<file path="config.mk">
export PLATFORM = sky130hd
export DESIGN_NAME = idu_decode_queue_flat
export DESIGN_NICKNAME = d
export VERILOG_FILES = /design/src/rtl/idu_decode_queue_if.sv /design/src/rtl/idu_decode_queue.sv /design/src/flat_wrapper.sv
export SDC_FILE = /design/constraint.sdc
export NUM_CORES = 1
export LEC_CHECK = 0
export BUFFER_PORTS_ARGS = -buffer_cell sky130_fd_sc_hd__clkbuf_2
export CAP_MARGIN = 20
export CORE_MARGIN = 3
export CORE_UTILIZATION = 60
export DETAILED_ROUTE_END_ITERATION = 10
export HOLD_SLACK_MARGIN = 0.08
export PLACE_DENSITY_LB_ADDON = 0.1
export SYNTH_ARGS = -nofsm -noshare
export SYNTH_HDL_FRONTEND = slang
export SYNTH_SLANG_ARGS = --single-unit
</file>
<file path="constraint.sdc">
create_clock -name clk -period 13.9 [get_ports clk]
set_clock_uncertainty 0.1 [all_clocks]
set_input_delay 0.695 -clock clk [delete_from_list [all_inputs] [get_ports clk]]
set_output_delay 0.695 -clock clk [all_outputs]
set_load 0.02 [all_outputs]
</file>
<file path="src/rtl/idu_decode_queue_if.sv">
// Handshake bundle between the IFU (instruction push), the decode queue,
// the EXU (decoded bundle) and the writeback port.
interface idu_decode_queue_if #(
  parameter int XLEN = 64
);
  // IFU -> decode queue
  logic            in_valid;
  logic            in_ready;
  logic [31:0]     in_inst;
  logic [XLEN-1:0] in_pc;

  // decode queue -> EXU
  logic            out_valid;
  logic            out_ready;
  logic [XLEN-1:0] out_pc;
  logic [XLEN-1:0] out_imm;
  logic [4:0]      out_rs1;
  logic [4:0]      out_rs2;
  logic [4:0]      out_rd;
  logic [15:0]     out_ctrl;

  // writeback and pipeline control
  logic            wb_valid;
  logic [4:0]      wb_rd;
  logic            flush;

  // Environment side: drives instructions, accepts bundles, reports writebacks.
  modport master (
    output in_valid, in_inst, in_pc, out_ready, wb_valid, wb_rd, flush,
    input  in_ready, out_valid, out_pc, out_imm, out_rs1, out_rs2, out_rd, out_ctrl
  );

  // Decode queue side.
  modport slave (
    input  in_valid, in_inst, in_pc, out_ready, wb_valid, wb_rd, flush,
    output in_ready, out_valid, out_pc, out_imm, out_rs1, out_rs2, out_rd, out_ctrl
  );
endinterface

</file>
<file path="src/rtl/idu_decode_queue.sv">
// Decode stage: instruction FIFO, RV64I/RV32I decoder, RAW scoreboard and a
// registered output bundle issued over valid/ready.
module idu_decode_queue #(
  parameter int XLEN   = 64,
  parameter int QDEPTH = 4
) (
  input logic               clk,
  input logic               rst,
  idu_decode_queue_if.slave bus
);

  localparam int AW = $clog2(QDEPTH);

  localparam logic [6:0] OP_LUI    = 7'h37;
  localparam logic [6:0] OP_AUIPC  = 7'h17;
  localparam logic [6:0] OP_JAL    = 7'h6F;
  localparam logic [6:0] OP_JALR   = 7'h67;
  localparam logic [6:0] OP_BRANCH = 7'h63;
  localparam logic [6:0] OP_LOAD   = 7'h03;
  localparam logic [6:0] OP_STORE  = 7'h23;
  localparam logic [6:0] OP_IMM    = 7'h13;
  localparam logic [6:0] OP_REG    = 7'h33;
  localparam logic [6:0] OP_IMM32  = 7'h1B;
  localparam logic [6:0] OP_REG32  = 7'h3B;
  localparam logic [6:0] OP_FENCE  = 7'h0F;
  localparam logic [6:0] OP_SYSTEM = 7'h73;

  localparam logic [31:0] EBREAK_INST = 32'h0010_0073;

  // ---------------------------------------------------------------------------
  // Instruction FIFO (extra pointer bit distinguishes full from empty)
  // ---------------------------------------------------------------------------
  logic [XLEN-1:0] pc_mem   [QDEPTH];
  logic [31:0]     inst_mem [QDEPTH];
  logic [AW:0]     head_reg;
  logic [AW:0]     tail_reg;
  logic            fifo_empty;
  logic            fifo_full;
  logic            push;
  logic            issue;

  assign fifo_empty = (head_reg == tail_reg);
  assign fifo_full  = (head_reg[AW] != tail_reg[AW]) &&
                      (head_reg[AW-1:0] == tail_reg[AW-1:0]);

  assign bus.in_ready = !fifo_full && !rst;
  assign push         = bus.in_valid && !fifo_full && !bus.flush;

  // Storage write at the tail; head is read asynchronously so decode can
  // issue the cycle after a push.
  always_ff @(posedge clk) begin
    if (push) begin
      pc_mem[tail_reg[AW-1:0]]   <= bus.in_pc;
      inst_mem[tail_reg[AW-1:0]] <= bus.in_inst;
    end
  end

  // Pointer update: flush empties the queue, otherwise push/pop independently.
  always_ff @(posedge clk or posedge rst) begin
    if (rst) begin
      head_reg <= '0;
      tail_reg <= '0;
    end else if (bus.flush) begin
      head_reg <= '0;
      tail_reg <= '0;
    end else begin
      if (push)  tail_reg <= tail_reg + 1'b1;
      if (issue) head_reg <= head_reg + 1'b1;
    end
  end

  logic [31:0]     head_inst;
  logic [XLEN-1:0] head_pc;

  assign head_inst = inst_mem[head_reg[AW-1:0]];
  assign head_pc   = pc_mem[head_reg[AW-1:0]];

  // ---------------------------------------------------------------------------
  // Decoder
  // ---------------------------------------------------------------------------
  logic [6:0]  opcode;
  logic [2:0]  funct3;
  logic [4:0]  d_rs1;
  logic [4:0]  d_rs2;
  logic [4:0]  d_rd;
  logic [31:0] imm_i;
  logic [31:0] imm_s;
  logic [31:0] imm_b;
  logic [31:0] imm_u;
  logic [31:0] imm_j;

  assign opcode = head_inst[6:0];
  assign funct3 = head_inst[14:12];
  assign d_rs1  = head_inst[19:15];
  assign d_rs2  = head_inst[24:20];
  assign d_rd   = head_inst[11:7];

  assign imm_i = {{20{head_inst[31]}}, head_inst[31:20]};
  assign imm_s = {{20{head_inst[31]}}, head_inst[31:25], head_inst[11:7]};
  assign imm_b = {{19{head_inst[31]}}, head_inst[31], head_inst[7],
                  head_inst[30:25], head_inst[11:8], 1'b0};
  assign imm_u = {head_inst[31:12], 12'b0};
  assign imm_j = {{11{head_inst[31]}}, head_inst[31], head_inst[19:12],
                  head_inst[20], head_inst[30:21], 1'b0};

  logic [31:0] d_imm32;
  logic        d_ebreak;
  logic        d_illegal;
  logic [2:0]  d_branch_type;
  logic        d_lui;
  logic        d_jalr;
  logic        d_jal;
  logic        d_auipc;
  logic        d_word_op;
  logic        d_alu_bsrc;
  logic        d_mem_write;
  logic        d_reg_write;
  logic        rs1_used;
  logic        rs2_used;

  // Opcode decode into control fields; illegal instructions keep their
  // decoded flags for the trap handler but never write state.
  always_comb begin
    d_imm32       = '0;
    d_ebreak      = 1'b0;
    d_illegal     = 1'b0;
    d_branch_type = 3'b010;
    d_lui         = 1'b0;
    d_jalr        = 1'b0;
    d_jal         = 1'b0;
    d_auipc       = 1'b0;
    d_word_op     = 1'b0;
    d_alu_bsrc    = 1'b0;
    d_mem_write   = 1'b0;
    d_reg_write   = 1'b0;
    rs1_used      = 1'b1;
    rs2_used      = 1'b0;
    case (opcode)
      OP_LUI: begin
        d_lui       = 1'b1;
        d_reg_write = 1'b1;
        d_alu_bsrc  = 1'b1;
        rs1_used    = 1'b0;
        d_imm32     = imm_u;
      end
      OP_AUIPC: begin
        d_auipc     = 1'b1;
        d_reg_write = 1'b1;
        d_alu_bsrc  = 1'b1;
        rs1_used    = 1'b0;
        d_imm32     = imm_u;
      end
      OP_JAL: begin
        d_jal       = 1'b1;
        d_reg_write = 1'b1;
        rs1_used    = 1'b0;
        d_imm32     = imm_j;
      end
      OP_JALR: begin
        d_jalr      = 1'b1;
        d_reg_write = 1'b1;
        d_alu_bsrc  = 1'b1;
        d_imm32     = imm_i;
        d_illegal   = (funct3 != 3'b000);
      end
      OP_BRANCH: begin
        d_branch_type = funct3;
        rs2_used      = 1'b1;
        d_imm32       = imm_b;
      end
      OP_LOAD: begin
        d_reg_write = 1'b1;
        d_alu_bsrc  = 1'b1;
        d_imm32     = imm_i;
      end
      OP_STORE: begin
        d_mem_write = 1'b1;
        d_alu_bsrc  = 1'b1;
        rs2_used    = 1'b1;
        d_imm32     = imm_s;
      end
      OP_IMM: begin
        d_reg_write = 1'b1;
        d_alu_bsrc  = 1'b1;
        d_imm32     = imm_i;
      end
      OP_REG: begin
        d_reg_write = 1'b1;
        rs2_used    = 1'b1;
      end
      OP_IMM32: begin
        d_reg_write = 1'b1;
        d_alu_bsrc  = 1'b1;
        d_word_op   = head_inst[3];
        d_imm32     = imm_i;
        d_illegal   = (XLEN == 32);
      end
      OP_REG32: begin
        d_reg_write = 1'b1;
        rs2_used    = 1'b1;
        d_word_op   = head_inst[3];
        d_illegal   = (XLEN == 32);
      end
      OP_FENCE: begin
        d_imm32 = imm_i;
      end
      OP_SYSTEM: begin
        d_imm32  = imm_i;
        d_ebreak = (head_inst == EBREAK_INST);
      end
      default: begin
        d_illegal = 1'b1;
      end
    endcase
    if (d_illegal) begin
      d_reg_write = 1'b0;
      d_mem_write = 1'b0;
      d_imm32     = '0;
    end
  end

  logic [XLEN-1:0] d_imm;
  logic [15:0]     d_ctrl;

  assign d_imm  = XLEN'($signed(d_imm32));
  assign d_ctrl = {d_ebreak, d_illegal, funct3, d_branch_type, d_lui, d_jalr,
                   d_jal, d_auipc, d_word_op, d_alu_bsrc, d_mem_write, d_reg_write};

  // ---------------------------------------------------------------------------
  // Scoreboard and issue
  // ---------------------------------------------------------------------------
  logic [31:0] busy_reg;
  logic [31:0] busy_next;
  logic        hazard;
  logic        out_valid_reg;

  assign hazard = (rs1_used && busy_reg[d_rs1]) || (rs2_used && busy_reg[d_rs2]);
  assign issue  = !fifo_empty && (!out_valid_reg || bus.out_ready) && !hazard && !bus.flush;

  // Per-register busy: an issuing writer sets it (winning over a same-cycle
  // writeback), a writeback clears it; x0 is never busy.
  genvar gi;
  generate
    for (gi = 0; gi < 32; gi++) begin : g_busy
      if (gi == 0) begin : g_zero
        assign busy_next[gi] = 1'b0;
      end else begin : g_reg
        assign busy_next[gi] = (issue && d_reg_write && (d_rd == 5'(gi))) ? 1'b1 :
                               (bus.wb_valid && (bus.wb_rd == 5'(gi))) ? 1'b0 :
                               busy_reg[gi];
      end
    end
  endgenerate

  // Scoreboard state; flush leaves it alone because in-flight writers still write back.
  always_ff @(posedge clk or posedge rst) begin
    if (rst) busy_reg <= '0;
    else     busy_reg <= busy_next;
  end

  // ---------------------------------------------------------------------------
  // Output bundle register
  // ---------------------------------------------------------------------------
  logic [XLEN-1:0] out_pc_reg;
  logic [XLEN-1:0] out_imm_reg;
  logic [4:0]      out_rs1_reg;
  logic [4:0]      out_rs2_reg;
  logic [4:0]      out_rd_reg;
  logic [15:0]     out_ctrl_reg;

  // Capture the decoded head on issue; hold while stalled; drop valid once consumed.
  always_ff @(posedge clk or posedge rst) begin
    if (rst) begin
      out_valid_reg <= 1'b0;
      out_pc_reg    <= '0;
      out_imm_reg   <= '0;
      out_rs1_reg   <= '0;
      out_rs2_reg   <= '0;
      out_rd_reg    <= '0;
      out_ctrl_reg  <= '0;
    end else if (bus.flush) begin
      out_valid_reg <= 1'b0;
    end else if (issue) begin
      out_valid_reg <= 1'b1;
      out_pc_reg    <= head_pc;
      out_imm_reg   <= d_imm;
      out_rs1_reg   <= d_rs1;
      out_rs2_reg   <= d_rs2;
      out_rd_reg    <= d_rd;
      out_ctrl_reg  <= d_ctrl;
    end else if (bus.out_ready) begin
      out_valid_reg <= 1'b0;
    end
  end

  assign bus.out_valid = out_valid_reg;
  assign bus.out_pc    = out_pc_reg;
  assign bus.out_imm   = out_imm_reg;
  assign bus.out_rs1   = out_rs1_reg;
  assign bus.out_rs2   = out_rs2_reg;
  assign bus.out_rd    = out_rd_reg;
  assign bus.out_ctrl  = out_ctrl_reg;

endmodule

</file>
<file path="src/flat_wrapper.sv">
// flat-port wrapper written by rule: the top's interface ports become plain ports
module idu_decode_queue_flat 
#(
  parameter int XLEN   = 64,
  parameter int QDEPTH = 4
)
  (clk, rst, bus_in_valid, bus_in_inst, bus_in_pc, bus_out_ready, bus_wb_valid, bus_wb_rd, bus_flush, bus_in_ready, bus_out_valid, bus_out_pc, bus_out_imm, bus_out_rs1, bus_out_rs2, bus_out_rd, bus_out_ctrl);
  idu_decode_queue_if #(.XLEN(XLEN)) bus_i ();
  input logic clk;
  input logic rst;
  input wire logic [$bits(bus_i.in_valid)-1:0] bus_in_valid;
  input wire logic [$bits(bus_i.in_inst)-1:0] bus_in_inst;
  input wire logic [$bits(bus_i.in_pc)-1:0] bus_in_pc;
  input wire logic [$bits(bus_i.out_ready)-1:0] bus_out_ready;
  input wire logic [$bits(bus_i.wb_valid)-1:0] bus_wb_valid;
  input wire logic [$bits(bus_i.wb_rd)-1:0] bus_wb_rd;
  input wire logic [$bits(bus_i.flush)-1:0] bus_flush;
  output wire logic [$bits(bus_i.in_ready)-1:0] bus_in_ready;
  output wire logic [$bits(bus_i.out_valid)-1:0] bus_out_valid;
  output wire logic [$bits(bus_i.out_pc)-1:0] bus_out_pc;
  output wire logic [$bits(bus_i.out_imm)-1:0] bus_out_imm;
  output wire logic [$bits(bus_i.out_rs1)-1:0] bus_out_rs1;
  output wire logic [$bits(bus_i.out_rs2)-1:0] bus_out_rs2;
  output wire logic [$bits(bus_i.out_rd)-1:0] bus_out_rd;
  output wire logic [$bits(bus_i.out_ctrl)-1:0] bus_out_ctrl;
  assign bus_i.in_valid = bus_in_valid;
  assign bus_i.in_inst = bus_in_inst;
  assign bus_i.in_pc = bus_in_pc;
  assign bus_i.out_ready = bus_out_ready;
  assign bus_i.wb_valid = bus_wb_valid;
  assign bus_i.wb_rd = bus_wb_rd;
  assign bus_i.flush = bus_flush;
  assign bus_in_ready = bus_i.in_ready;
  assign bus_out_valid = bus_i.out_valid;
  assign bus_out_pc = bus_i.out_pc;
  assign bus_out_imm = bus_i.out_imm;
  assign bus_out_rs1 = bus_i.out_rs1;
  assign bus_out_rs2 = bus_i.out_rs2;
  assign bus_out_rd = bus_i.out_rd;
  assign bus_out_ctrl = bus_i.out_ctrl;
  idu_decode_queue #(.XLEN(XLEN), .QDEPTH(QDEPTH)) u_core (.clk(clk), .rst(rst), .bus(bus_i));
endmodule
</file>
==> impl_metrics.ini, run 1 <==
[outcome]
outcome = complete, no violations

[logic_synthesis]
yosysTopAreaCellShare_pct = 51.9
postSynthNetCount = 1379
number_of_enable_type_register_cells_in_the_synthesized_netlist = 384
synthTopCellsByArea = edfxtp_1 (52%), dfrtp_1 (19%), mux4_2 (10%)
ys_dominant_reg_cell = edfxtp_1
synthDominantAreaCellType = edfxtp_1
synth.mux.area_fraction_pct = 17.8
synthesized_area_fraction_occupied_by_and_or_nand_nor_cells_pct = 4.40
ys_ff_latch = 549
synth-compound-area-share_pct = 3.67
netlist-cell-type-count = 63
post_synth_instance_area_um2 = 22200
seq_area_frac_synth_pct = 70.5
synth_area_per_cell_um2 = 17.5
synth-adder-area-share_pct = 0.282
main_combinational_cell_family_by_area_after_synthesis = multiplexers
syn-instance-count = 1267
post_synth_xor_xnor_area_pct = 0.276
yosys_warnings = 0
async_reset_ff_share_pct = 30.1

[clock_network]
cts.clk_slew.worst_paths_ns = 0.07
tritoncts = yes
ctsHoldBuffers = 0
cts_num_sinks = 549
post_cts_buffers = 0
clk_root_buffer_cell = clkbuf_16
ctsLongestPathBuffers = 3
clock_latency_at_the_later_pin_of_the_worst_skew_pair_ns = 0.60
post_cts_resized = 0
cts_h_tree_depth = 2
number_of_buffers_created_by_cts = 53

[drt]
route.detailed.drc = 0
vias_per_cell = 6.06
drt-total-wl_um = 48400
drtPass1Iterations = 5
drt_iter0_markers = 943
post_drt_wl_per_cell_um = 24.1
drtAntennaViolNets = 0
route.vias.total = 12192

[final_layout]
layout-drive-gt1-share_pct = 37.5
layout.filler_cells = 2350
num-nets-final = 1619
ff_latch_area_um2 = 15700
multi_input_area_um2 = 5910
max_ffs_per_register = 256
area.growth.synth_to_final_pct = 14.5

[sta]
setup_viol = 0
hold-worst-slack_ns = 0.180
grt_setup_unrepaired = no
finalCritPeriodShare_pct = 48.4
worst_slack_ns = 7.17
hold_viol = 0
relSlewSlack_pct = 33.6
timing_max_transition_violations_final = 0
timing.fmax_mhz = 149
tightest_slew_ns = 0.996
timing.final.crit_period_ns = 6.73
post_route_setup_tns_ns = 0

[flow_run]
drv_cap = 0

[setup_path]
worst_ep_required_ns = 14.27
r2r_setup_slk_ns = 7.17
cp_common_cell = buf_4
crit_chain = buf_4 -> buf_4 -> mux4_2 -> nor2b_1 -> nand2_1 -> a21oi_2 -> a211oi_1 -> a2111oi_4 -> buf_4 -> buf_4 -> mux2_2
worstSetupStartpointType = flop
critical_path.max_fanout = 56
worst_path_max_delay_cell = dfrtp_4
worst_ep_arrival_time_ns = 7.10
worst-setup-path-type = reg -> reg
critPathMaxStageDelay_ns = 0.86
timing.critical_path.to_type = flop
worst_flop_to_flop_path_startpoint = u_core.head_reg[0]$_DFFE_PP0P_
worst-r2r-cell-count = 11
crit-reg2reg-capture = u_core.bus.out_pc[28]$_DFFE_PP0P_

[placement]
detailed_place_hpwl_um = 30600
globalplace.congestion = 0.870
place_worst_setup_slack_ns = 7.07
port_buffers = 267

[grt]
via_count_of_the_first_global_routing_pass = 12494
grt_remaining_overflow = 0
gr-usage-all-layers_pct = 25.2
grt_antenna_before_repair = 6
largest_net_degree_at_the_start_of_global_routing = 111
wire_length_of_the_first_global_routing_pass_um = 74400

[floorplanning]
floorplan.die.height_um = 198
fp.coreArea_um2 = 36000
floorplan.die_area_um2 = 39400
floorplan.initialDensity_pct = 61.7
floorplan.die.width_um = 198
i_o_pins = 268
num_rows = 69

[pwr]
vdd_ir_drop_max_mv = 0.132
power_density_over_the_cells_nw_per_um2 = 202
total_power_mw = 5.14
leakagePower_nw = 9.44

[min_path]
hold_path.class = in -> async
## area by class of cell
class                           count  area share [%]
Tap cell                          461            2.27
Sequential cell                   549            61.6
Timing Repair Buffer              281            5.66
Antenna cell                        1         0.00983
Clock buffer                       77            5.96
Clock inverter                     22           0.944
Inverter                           24           0.383
Multi-Input combinational cell    598            23.2
## through the flow
step | instances | utilization (%) | area (um^2)
CTS | 2012 | 70.7 | 25400
finish | 2013 | 70.7 | 25400
global placement | 1913 | 65.8 | 23700
floorplan | 1267 | - | 22200
detailed placement | 1913 | 65.8 | 23700
global route | 2013 | 70.7 | 25400
## worst max-delay path by stage
stage | startpoint | endpoint | slack, ns
after detailed placement | u_core.head_reg[0]$_DFFE_PP0P_ | u_core.bus.out_pc[33]$_DFFE_PP0P_ | 7.07
final | u_core.head_reg[0]$_DFFE_PP0P_ | u_core.bus.out_pc[28]$_DFFE_PP0P_ | 7.17
after floorplan | rst | u_core.bus.out_ctrl[0]$_DFFE_PP0P_ | 8.64
after global placement | u_core.head_reg[0]$_DFFE_PP0P_ | u_core.bus.out_pc[39]$_DFFE_PP0P_ | 7.21
after CTS | u_core.head_reg[0]$_DFFE_PP0P_ | u_core.bus.out_pc[28]$_DFFE_PP0P_ | 7.01
after global routing | u_core.head_reg[0]$_DFFE_PP0P_ | u_core.bus.out_pc[26]$_DFFE_PP0P_ | 6.62
## logic make-up after synthesis
family	after synthesis
XOR/XNOR	7
AND/OR/NAND/NOR	196
multiplexers	256
AO/OA/AOI/OAI	134
buffers and inverters	120
adder cells (fa/ha/maj)	5
flip-flops	549
## worst max-delay path, delay by kind of cell (launching register included)
kind / cells / cell delay [ns]
buffers and inverters: 4 / 2.84
muxes: 2 / 1.16
AOI/OAI and AO/OA: 3 / 1.08
and+or+nand+nor: 2 / 0.39
DFF: 1 / 0.86
## placed cells by master, fill, tap and decap left out, types with 8 or more instances in the layout
cell type / n
clkbuf_1: 15
clkinv_2: 10
a21oi_1: 27
nand2b_1: 14
inv_1: 22
nand3_1: 38
mux2i_1: 35
clkbuf_16: 54
o21ai_0: 65
edfxtp_1: 384
mux2_1: 18
nand2_1: 56
mux2_2: 103
mux4_2: 100
dfrtp_1: 163
nor2_1: 29
nor3_1: 11
clkbuf_2: 267
clkbuf_8: 8
buf_4: 14
nor2b_1: 13
## report_power, final
group          switching (mW)  internal [mW]  total (mW)
Combinational           0.923          0.670        1.59
Clock                   0.595          0.834        1.43
Sequential              0.160           1.96        2.12
Total                    1.68           3.46        5.14
## synthesized netlist by cell type (all sizes together), types with 11 or more instances
cell type and count:
nand2b 14, nor2 29, a21oi 28, nor3 11
nand3 38, mux2i 35, mux4 100, edfxtp 384
o21ai 65, nand2 56, buf 62, dfrtp 165
and2 11, clkbuf 34, nor2b 13, mux2 121
inv 24
## routing by layer
layer	vias to the layer above	wire length (um)	track usage (%)
li1	5388	-	-
met1	6226	19600	35.2
met2	462	23800	40.1
met3	106	3360	5.69
met4	10	1610	9.08
met5	-	63	0
Note: power is estimated with default switching activity, not from simulation.
==> run 2, diff against run 1 <==
- CORE_UTILIZATION: 60 -> 52
- clock period: 13.9 -> 5.7 ns (I/O delays scaled with it)
==> impl_metrics.ini, run 2 (synthesis gave the netlist of run 1 again) <==
[outcome]
outcome = complete, no violations

[sta]
finalCritPeriodShare_pct = 81.4
post_route_setup_tns_ns = 0
timing.fmax_mhz = 216
timing_max_transition_violations_final = 0
grt_setup_unrepaired = no
hold_viol = 0
relSlewSlack_pct = 38.1
timing.final.crit_period_ns = 4.64
tightest_slew_ns = 0.925
worst_slack_ns = 1.06
setup_viol = 0

[floorplanning]
floorplan.die_area_um2 = 45300
i_o_pins = 268
floorplan.die.width_um = 213
num_rows = 75
fp.coreArea_um2 = 42000
floorplan.initialDensity_pct = 52.9
floorplan.die.height_um = 213

[placement]
port_buffers = 267
place_worst_setup_slack_ns = 1.01
detailed_place_hpwl_um = 31100
globalplace.congestion = 0.864
placed_area_um2 = 23900

[drt]
vias_per_cell = 5.69
drtPass1Iterations = 5
drtAntennaViolNets = 0
route.detailed.drc = 0
drt-total-wl_um = 51000
drt_iter0_markers = 882
post_drt_wl_per_cell_um = 23.1
route.vias.total = 12561

[grt]
gr-usage-all-layers_pct = 23.1
wire_length_of_the_first_global_routing_pass_um = 78700
grt_antenna_before_repair = 1
via_count_of_the_first_global_routing_pass = 13212
largest_net_degree_at_the_start_of_global_routing = 107
grt_remaining_overflow = 0

[final_layout]
multi_input_area_um2 = 5910
area.growth.synth_to_final_pct = 21.3
layout.filler_cells = 3073
max_ffs_per_register = 256
num-nets-final = 1735
final_cell_mix = edfxtp_1 (384), clkbuf_2 (267), dfrtp_1 (163), dlygate4sd3_1 (112), mux2_2 (103)
final_cell_area_um2 = 26900
layout_commonest_cell = edfxtp_1
ff_latch_area_um2 = 15700
layout-drive-gt1-share_pct = 35.5

[clock_network]
clock_latency_at_the_later_pin_of_the_worst_skew_pair_ns = 0.60
number_of_buffers_created_by_cts = 54
tritoncts = yes
post_cts_resized = 0
cts.clk_slew.worst_paths_ns = 0.06
clk_root_buffer_cell = clkbuf_16
ctsHoldBuffers = 112
post_cts_buffers = 0
cts_h_tree_depth = 2
ctsLongestPathBuffers = 3
cts_num_sinks = 549

[setup_path]
worst_ep_required_ns = 6.07
r2r_setup_slk_ns = 1.06
critical_path.max_fanout = 81
worst-setup-path-type = reg -> reg
worstSetupStartpointType = flop
worst_ep_arrival_time_ns = 5.01
timing.critical_path.to_type = flop

[flow_run]
drv_cap = 0

[pwr]
power_density_over_the_cells_nw_per_um2 = 483
vdd_ir_drop_max_mv = 0.401
leakagePower_nw = 10.0

[min_path]
hold_path.class = in -> async
==> run 2: cell count changes in the layout (fill, tap and decap cells not counted), moves of 2 or more <==
cell	change
buf_12	+7
clkbuf_16	+3
clkinv_1	+2
buf_4	-4
dlygate4sd3_1	+112
bufinv_16	+5
clkbuf_1	-8
==> run 2: where the power goes <==
part	total, mW	internal [mW]	switching (mW)
Clock	3.80	2.32	1.49
Combinational	4.07	1.72	2.36
Sequential	5.13	4.77	0.358
Total	13.0	8.81	4.20
==> run 2: final cells by class <==
type | instances | area share (%)
multi-input cells | 598 | 21.9
flip-flops and latches | 549 | 58.1
diodes | 1 | 0.00929
repair buffers | 396 | 9.92
clock inverters | 30 | 1.41
clock buffers | 71 | 5.75
inverters | 24 | 0.362
well taps | 539 | 2.50
==> run 2: metal layers <==
layer,routed length (um),track usage (%),up-vias
met5,0,0,-
met1,21600,31.7,6471
met3,3010,4.60,95
met2,24900,37.6,392
li1,-,-,5603
met4,1560,7.89,0
==> run 2: worst paths after layout <==
check / startpoint / end / cells past startpoint
worst max register to register: u_core.head_reg[0]$_DFFE_PP0P_ / u_core.bus.out_pc[55]$_DFFE_PP0P_ / 9
worst min-delay path: rst / u_core.bus.out_rs2[2]$_DFFE_PP0P_ / 3
worst min register to register: u_core.bus.out_ctrl[5]$_DFFE_PP0P_ / u_core.bus.out_ctrl[5]$_DFFE_PP0P_ / 1
max in group asynchronous: rst / u_core.bus.out_pc[41]$_DFFE_PP0P_ / 4
worst max-delay path: u_core.head_reg[0]$_DFFE_PP0P_ / u_core.bus.out_pc[55]$_DFFE_PP0P_ / 9
min in group clk: bus_in_inst[23] / u_core.inst_mem[0][23]$_DFFE_PP_ / 2
==> run 2: critical path, stage by stage, from the launching register on <==
cell and delay [ns]:
dfrtp_4 0.70, buf_12 0.60, mux4_2 0.48, nand2_1 0.09
or3_1 0.35, a21oi_2 0.39, a211oi_1 0.22, a2111oi_4 0.65
buf_12 0.43, mux2_2 0.40
==> run 2: through the flow <==
stage                     util [%]  power (mW)  cells  hold WS (ns)
after floorplan                  -        8.15   1267         0.284
final                         64.1        13.0   2208         0.338
after CTS                     64.1        13.1   2207         0.311
after global routing          64.1        13.6   2207         0.345
after global placement        56.8        9.19   1994         0.370
after detailed placement      56.8        9.25   1994         0.379
==> run 3, diff against run 2 <==
- CORE_UTILIZATION: 52 -> 58
- clock period: 5.7 -> 4.5 ns (I/O delays scaled with it)
==> impl_metrics.ini, run 3 (synthesis gave the netlist of run 1 again) <==
[outcome]
outcome = complete, no violations

[sta]
hold_viol = 0
grt_setup_unrepaired = no
hold-worst-slack_ns = 0.284
timing_max_transition_violations_final = 0
setup_viol = 0
post_route_setup_tns_ns = 0
worst_slack_ns = 0.382
finalCritPeriodShare_pct = 91.5
relSlewSlack_pct = 46.3
timing.final.crit_period_ns = 4.12
timing.fmax_mhz = 243
tightest_slew_ns = 0.805

[final_layout]
num-nets-final = 1752
layout-drive-gt1-share_pct = 35.3
max_ffs_per_register = 256
final_util_pct = 71.3
final_cell_mix = edfxtp_1 (384), clkbuf_2 (267), dfrtp_1 (163), dlygate4sd3_1 (113), mux2_2 (103)
area.growth.synth_to_final_pct = 21.1
layout.filler_cells = 2451
layout_commonest_cell = edfxtp_1

[grt]
grt_antenna_before_repair = 4
largest_net_degree_at_the_start_of_global_routing = 81
grt_remaining_overflow = 0
gr-usage-all-layers_pct = 25.2
wire_length_of_the_first_global_routing_pass_um = 78700
via_count_of_the_first_global_routing_pass = 13398

[clock_network]
post_cts_buffers = 0
clk_root_buffer_cell = clkbuf_16
ctsHoldBuffers = 113
tritoncts = yes
clock_latency_at_the_later_pin_of_the_worst_skew_pair_ns = 0.60
cts.clk_slew.worst_paths_ns = 0.06
number_of_buffers_created_by_cts = 52
post_cts_resized = 0
ctsLongestPathBuffers = 3
cts_h_tree_depth = 2
cts_num_sinks = 549

[drt]
drt_iter0_markers = 918
vias_per_cell = 5.76
drtAntennaViolNets = 0
route.detailed.drc = 0
post_drt_wl_per_cell_um = 22.6
drt-total-wl_um = 49800
route.vias.total = 12667
drtPass1Iterations = 5

[placement]
globalplace.congestion = 0.889
place_worst_setup_slack_ns = 0.393
detailed_place_hpwl_um = 31900
port_buffers = 267

[min_path]
hold_path_stages = 2
hold_path.class = in -> reg
holdCritStartpoint = bus_in_pc[38]
min_to = u_core.pc_mem[1][38]$_DFFE_PP_

[pwr]
vdd_ir_drop_max_mv = 0.524
leakagePower_nw = 10.0
power_density_over_the_cells_nw_per_um2 = 600

[setup_path]
worst_ep_required_ns = 4.87
worst-setup-path-type = reg -> reg
critPathMaxStageDelay_ns = 0.81
critical_path.max_fanout = 31
cp_common_cell = mux2_2
worst_ep_arrival_time_ns = 4.49
worstSetupStartpointType = flop
crit-reg2reg-capture = u_core.bus.out_pc[61]$_DFFE_PP0P_
timing.critical_path.to_type = flop
crit_chain = mux4_2 -> mux2_2 -> and3_1 -> a221oi_1 -> a211oi_1 -> a2111oi_4 -> buf_4 -> mux2_2
worst_flop_to_flop_path_startpoint = u_core.head_reg[0]$_DFFE_PP0P_
worst_path_max_delay_cell = mux4_2
worst-r2r-cell-count = 8
r2r_setup_slk_ns = 0.38

[floorplanning]
floorplan.die_area_um2 = 40700
floorplan.die.width_um = 202
num_rows = 71
floorplan.initialDensity_pct = 58.9
floorplan.die.height_um = 202
fp.coreArea_um2 = 37800
i_o_pins = 268

[flow_run]
drv_cap = 0
## run 3: changes by cell type in the layout (fill, tap and decap cells not counted), sizes merged
cell | previous run | this run
buf | 17 | 35
clkinv | 18 | 8
clkbuf | 338 | 346
bufinv | 9 | 6
diode | 1 | 3
clkinvlp | 2 | 3
dlygate4sd3 | 112 | 113
inv | 25 | 26
## run 3: through the flow
step,std cells,power (mW),instance area (um^2)
6_report,2198,16.2,26900
3_3_place_gp,1983,11.7,24000
4_1_cts,2195,16.3,26900
3_5_place_dp,1984,11.8,24100
5_1_grt,2198,16.9,26900
2_1_floorplan,1267,10.3,22200
## run 3: critical path: cells and delay by family (launching register included)
kind | cells | cell delay [ns]
AOI/OAI and AO/OA | 3 | 0.95
DFF | 1 | 0.70
muxes | 3 | 1.55
buffers and inverters | 1 | 0.46
and+or+nand+nor | 1 | 0.18
## run 3: worst max path at each step
stage,start,endpoint,slack [ns],cells after the start
final,u_core.head_reg[0]$_DFFE_PP0P_,u_core.bus.out_pc[61]$_DFFE_PP0P_,0.38,8
after global routing,u_core.head_reg[0]$_DFFE_PP0P_,u_core.bus.out_imm[9]$_DFFE_PP0P_,0.12,9
after CTS,u_core.head_reg[0]$_DFFE_PP0P_,u_core.bus.out_imm[5]$_DFFE_PP0P_,0.37,9
after detailed placement,u_core.head_reg[0]$_DFFE_PP0P_,u_core.bus.out_rs2[4]$_DFFE_PP0P_,0.39,9
after global placement,u_core.head_reg[0]$_DFFE_PP0P_,u_core.bus.out_pc[3]$_DFFE_PP0P_,0.44,8
after floorplan,u_core.head_reg[1]$_DFFE_PP0P_,u_core.inst_mem[0][0]$_DFFE_PP_,0.45,7
## run 3: cell type report
cell class	count	area, um^2	area share (%)
Antenna cell	3	7.51	0.0279
Multi-Input combinational cell	598	5910	21.9
Clock inverter	19	284	1.06
Timing Repair Buffer	415	2880	10.7
Tap cell	511	639	2.38
Sequential cell	549	15700	58.2
Clock buffer	79	1430	5.32
Inverter	24	93.8	0.349
## run 3: metal layers
layer / global-route usage (%) / up-vias / share of wire [%]
li1: - / 5651 / -
met1: 34.9 / 6489 / 42
met2: 41.2 / 432 / 49
met3: 4.89 / 93 / 6.2
met4: 8.22 / 2 / 2.9
met5: 0 / - / 0.014
## run 3: power by group
group | total, mW | switching (mW) | internal [mW]
clock | 4.40 | 1.84 | 2.56
combinational | 5.27 | 3.00 | 2.27
sequential | 6.49 | 0.444 | 6.05
